[src/rtl/datapath_pipe.sv]
// datapath_pipe: two-stage pipelined register-bank / operand-mux / ALU datapath.
//   S1 holds the operands, which are read from the bank or the immediate.
//   S2 holds the registered ALU result and flags.
//   The ALU result is written back to the bank as the operation leaves S1.
//   The operation entering S1 on that same edge sees that result through a bypass.
// Ports:
//   clk, rst                   clock; synchronous reset, active low
//   in_valid/in_ready          upstream operation handshake
//   ra1, ra2, select_src,      operand selection (SrcB = constante when select_src)
//   constante, ULAControl      immediate operand and ALU opcode
//   wb_en, wb_addr             internal writeback of the result
//   we3, wa3, wd3              external register write port
//   out_valid/out_ready        downstream result handshake
//   ULAResult, Flag{Z,N,C,V}   registered result and flags
module datapath_pipe #(
  parameter int WIDTH = 8,
  parameter int NREGS = 8,
  parameter int AW    = $clog2(NREGS)
) (
  input  logic             clk,
  input  logic             rst,
  input  logic             in_valid,
  output logic             in_ready,
  input  logic [AW-1:0]    ra1,
  input  logic [AW-1:0]    ra2,
  input  logic             select_src,
  input  logic [WIDTH-1:0] constante,
  input  logic [2:0]       ULAControl,
  input  logic             wb_en,
  input  logic [AW-1:0]    wb_addr,
  input  logic             we3,
  input  logic [AW-1:0]    wa3,
  input  logic [WIDTH-1:0] wd3,
  output logic             out_valid,
  input  logic             out_ready,
  output logic [WIDTH-1:0] ULAResult,
  output logic             FlagZ,
  output logic             FlagN,
  output logic             FlagC,
  output logic             FlagV
);
  localparam int STAGES = 2;
  localparam int SW     = $clog2(WIDTH);
  localparam int MSB    = WIDTH - 1;

  typedef struct packed {
    logic [WIDTH-1:0] a;
    logic [WIDTH-1:0] b;
    logic [2:0]       op;
    logic             we;
    logic [AW-1:0]    wa;
  } s1_t;

  logic [NREGS-1:0][WIDTH-1:0] rf;
  logic [STAGES:1]             vld_pipe;   // [1] = S1 valid, [2] = S2 valid
  s1_t                         s1;

  logic             out_fire, s1_adv, in_fire, wb_fire;
  logic [WIDTH-1:0] op_a, op_b;
  logic [WIDTH:0]   add_s, sub_s;
  logic [WIDTH-1:0] alu_res;
  logic             alu_c, alu_v;

  assign out_valid = vld_pipe[2];
  assign out_fire  = vld_pipe[2] && out_ready;
  assign s1_adv    = vld_pipe[1] && (!vld_pipe[2] || out_fire);
  assign in_ready  = rst && (!vld_pipe[1] || s1_adv);
  assign in_fire   = in_valid && in_ready;
  assign wb_fire   = s1_adv && s1.we;

  // Operand read. A result being written back this edge is forwarded.
  // External writes are not forwarded, so a same-edge read sees the old value.
  always_comb begin
    op_a = rf[ra1];
    if (wb_fire && s1.wa == ra1) op_a = alu_res;
    op_b = rf[ra2];
    if (wb_fire && s1.wa == ra2) op_b = alu_res;
    if (select_src) op_b = constante;
  end

  always_comb begin
    add_s   = {1'b0, s1.a} + {1'b0, s1.b};
    sub_s   = {1'b0, s1.a} + {1'b0, ~s1.b} + {{WIDTH{1'b0}}, 1'b1};
    alu_res = '0;
    alu_c   = 1'b0;
    alu_v   = 1'b0;
    case (s1.op)
      3'b000: begin
        alu_res = add_s[WIDTH-1:0];
        alu_c   = add_s[WIDTH];
        alu_v   = (s1.a[MSB] == s1.b[MSB]) && (alu_res[MSB] != s1.a[MSB]);
      end
      3'b001: begin
        alu_res = sub_s[WIDTH-1:0];
        alu_c   = sub_s[WIDTH];           // 1 = no borrow
        alu_v   = (s1.a[MSB] != s1.b[MSB]) && (alu_res[MSB] != s1.a[MSB]);
      end
      3'b010:  alu_res = s1.a & s1.b;
      3'b011:  alu_res = s1.a | s1.b;
      3'b100:  alu_res = s1.a ^ s1.b;
      3'b101:  alu_res = {{(WIDTH-1){1'b0}}, ($signed(s1.a) < $signed(s1.b))};
      3'b110:  alu_res = s1.a << s1.b[SW-1:0];
      default: alu_res = s1.a >> s1.b[SW-1:0];
    endcase
  end

  always_ff @(posedge clk) begin
    if (!rst) begin
      rf        <= '0;
      vld_pipe  <= '0;
      s1        <= '0;
      ULAResult <= '0;
      FlagZ     <= 1'b0;
      FlagN     <= 1'b0;
      FlagC     <= 1'b0;
      FlagV     <= 1'b0;
    end else begin
      if (we3)     rf[wa3]   <= wd3;
      if (wb_fire) rf[s1.wa] <= alu_res;   // later assignment: writeback wins a collision
      if (in_fire) s1 <= '{a: op_a, b: op_b, op: ULAControl, we: wb_en, wa: wb_addr};
      vld_pipe[1] <= in_fire || (vld_pipe[1] && !s1_adv);
      vld_pipe[2] <= s1_adv  || (vld_pipe[2] && !out_fire);
      if (s1_adv) begin
        ULAResult <= alu_res;
        FlagZ     <= (alu_res == '0);
        FlagN     <= alu_res[MSB];
        FlagC     <= alu_c;
        FlagV     <= alu_v;
      end
    end
  end
endmodule

[config.mk]
export PLATFORM = sky130hd
export DESIGN_NAME = datapath_pipe
export DESIGN_NICKNAME = d
export VERILOG_FILES = /design/src/rtl/datapath_pipe.sv
export SDC_FILE = /design/constraint.sdc
export NUM_CORES = 1
export LEC_CHECK = 0
export CORE_MARGIN = 5
export CORE_UTILIZATION = 45
export DETAILED_ROUTE_END_ITERATION = 8
export PLACE_DENSITY_LB_ADDON = 0.05
export SLEW_MARGIN = 20
export SYNTH_ARGS = -nofsm -noshare
export SYNTH_HDL_FRONTEND = slang
export SYNTH_SLANG_ARGS = --single-unit
[constraint.sdc]
create_clock -name clk -period 4.1 [get_ports clk]
set_clock_uncertainty 0.15 [all_clocks]
set_input_delay 0.82 -clock clk [delete_from_list [all_inputs] [get_ports clk]]
set_output_delay 0.82 -clock clk [all_outputs]
set_load 0.005 [all_outputs]
==> results.md <==
* R2r setup slk at 0.37 ns
* Core Footprint at about 0.016 mm²
* First-pass GRT wire length at 37700 µm
* Synth-to-layout area growth at 13.8%
* Critical path fanouts, max at 12
* Routed vias/inst at 6.36
* Setup Fix Bufs, Post-CTS at 0
* Total GRT Usage at 0.247
* Least-Margin Pin Slew at between 1 and 1.5 ns
* Ys Warns at 0
* Relative slew margins at 0.294
* Setup-failing EPs final at 0
* Final Hold Viols at 0
* HP Start: FlagV
* Worst vdd ir at between 0.2 and 0.3 mV
* Post-route DRC at 0
* Number of buffers created by CTS at 9
* DIE AREA at 0.0191 mm²
* Synthesized area at between 0.007 and 0.008 mm²
* Worst setup SP type: flop
* Vias post-DR at 6661
* RSZ-0062 raised after global routing: false
* I/O Buffers at 51
* Met1 usage at 0.353
* Share of layout cells above drive strength 1 at 0.125
* Leakage at 4.02 nW
* Die height at 138 µm
* Synthesized Nets at 886
* Netlist cell types at 70
* Cells after Synth at 820
* Endpoint type of the worst setup path: flop
* WP data arrival at 3.85 ns
* Slowest cell on the critical path: or4_1
* DRT iter0 DRCs at 753
* Pin count of the biggest net entering global routing at 58
* Worst-path clk slew at 0.07 ns
* H-Tree Depth at 3
* Cell Pwr Density at 301 mW/mm²
* DP Wirelength at between 15000 and 20000 µm
* Global routing's busiest layer: met2
* Min-delay worst type: reg2reg
* DRT Wirelength at between 20000 and 25000 µm
* CP cell instances: inv_1 -> ha_1 -> fa_1 -> o21bai_1 -> a21oi_1 -> o31ai_1 -> a21oi_1 -> a211o_1 -> or4_1 -> o31ai_2
* DRT Pass-1 Iters at 5
* Setup CP Type: reg2reg
* Run status: finished clean
* DR WL/cell at ~23 µm
* Filler cells at 1523
* Post-synth EDFFs at 0
* Vias in the first global route at 6561
* Max cap viols at 0
* Nets at a little under 900
* Final Worst Setup Slack at about 0.37 ns
* Most frequent CP cell: a21oi_1
* Yosys reg bits at 100
* Gr ovfl total at 0
* # IOs at 52
* DRT antenna net count at 0
* CTS sink cnt at 100
* Met2 GRT Util at 0.363
* Crit-path max cell delay at 0.64 ns
* Max Freq at 268 MHz
* Row count at 46
* Starting density of the core at 0.462
* Max Transition Viols Final at 0
* # hold bufs at CTS at 0
* Global Route met3 Usage at 0.0752
* Crit path from: s1[15]
* Clk root buf: clkbuf_16
* Setup_tns at 0 ns
* Post-synth top flop: dfxtp_1
* Clock Latency Late Sink at around 0.36 ns
* Most frequent cells in the layout: 110 x nand2_1, 100 x dfxtp_1, 86 x mux2i_1
* Mean Syn Cell Area at 9.02 µm²
* Post-layout min period at 3.73 ns
* Antenna violations before repair at 0
* DP Worst Slack at 0.431 ns
* Most common cell after layout, fill and taps aside: nand2_1
* Post-cts resize count at 0
* Post-synth top area cell: dfxtp_1
* Top cell type's share of synthesized area at 0.271
* Fraction of registers with async set or reset after synthesis at 0
* Final worst path period share at 0.909
* Required @ worst endpoint at 4.22 ns
* CTS tree: built
* Register area share after synthesis at 0.271
* N_diodes at 0
* RePlAce Congestion at roughly 0.93
* Clock Path Buffers at 2
* Reg2reg start: s1[15]
* Die X at 138 µm
* Top post-synthesis cells by area: dfxtp_1 27%, mux4_2 12%, mux2i_1 12%, o211a_1 9.2%, nand2_1 5.6%
## Yosys cell counts, types with 3 or more instances
| cell type | count |
|---|---|
| ha_1 | 26 |
| inv_1 | 24 |
| nand2_1 | 110 |
| dfxtp_1 | 100 |
| buf_2 | 11 |
| nor3_1 | 12 |
| a21oi_1 | 35 |
| xor2_1 | 6 |
| nand2b_1 | 9 |
| a211oi_1 | 7 |
| or4_1 | 5 |
| inv_2 | 6 |
| nor2b_1 | 8 |
| o211a_1 | 68 |
| xnor2_1 | 3 |
| nor2_1 | 35 |
| nor4_1 | 6 |
| nand4_1 | 4 |
| a22oi_1 | 3 |
| a211o_1 | 4 |
| o211ai_1 | 7 |
| a21boi_0 | 4 |
| clkbuf_1 | 57 |
| mux4_2 | 40 |
| buf_1 | 15 |
| o21ai_0 | 34 |
| a221oi_1 | 4 |
| nand3_1 | 17 |
| nand4b_1 | 3 |
| o21bai_1 | 4 |
| nor3b_1 | 8 |
| o32a_1 | 3 |
| mux2i_1 | 86 |
## where the power goes
group | internal [mW] | switching (mW)
clock | 0.556 | 0.393
sequential | 1.01 | 0.0439
combinational | 0.220 | 0.311
total | 1.78 | 0.748
## sequential cells by signal (all words and copies together) (netlist names)
| register | flops |
|---|---|
| ULAResult | 8 |
| FlagV | 1 |
| FlagC | 1 |
| vld_pipe | 2 |
| s1 | 23 |
| rf | 64 |
| FlagZ | 1 |
## path summary, 6_finish.rpt
check | cells past startpoint | to
max | 10 | FlagZ
min | 2 | FlagV
max reg2reg | 10 | FlagZ
min reg2reg | 2 | FlagV
## kinds of logic (layout without fill, tap and decap cells)
group	count (synthesis)	in the layout	share of synthesized area
flip-flops	100	100	0.271
adder cells (fa/ha/maj)	28	28	0.0494
AND/OR/NAND/NOR	230	230	0.145
XOR/XNOR	9	9	0.0107
AO/OA/AOI/OAI	208	208	0.219
buffers and inverters	116	128	0.0624
multiplexers	129	129	0.243
## routing by layer
metal,routed length [µm],vias to the layer above
met2,10300,309
li1,-,3042
met3,2170,31
met5,0,-
met4,442,0
met1,11000,3279
## worst max-delay path, delay by kind of cell, from the launching register on
kind / cells / cell delay [ns]
buf+inv: 1 / 0.12
fa+ha+maj: 2 / 0.67
simple gates: 1 / 0.64
compound gates: 6 / 1.62
flops: 1 / 0.45
## cell type report
class,instances,area [µm²],share of cell area
clock inverter,5,82.6,0.00982
multi-input combinational,604,4950,0.589
clock buffer,11,243,0.0289
tap,216,270,0.0321
timing repair buffer,81,743,0.0883
sequential,100,2000,0.238
inverter,31,118,0.0140
## metrics by stage
stage	area, µm²	total power, mW	utilization	hold WS (ns)	cells
after floorplan	7390	1.41	-	0.310	820
after global routing	8410	2.63	0.526	0.355	1048
after CTS	8410	2.54	0.526	0.329	1048
after detailed placement	8090	1.60	0.505	0.315	1032
final	8410	2.53	0.526	0.322	1048
after global placement	8090	1.58	0.505	0.308	1032
Power figures use the tool's default switching activity.
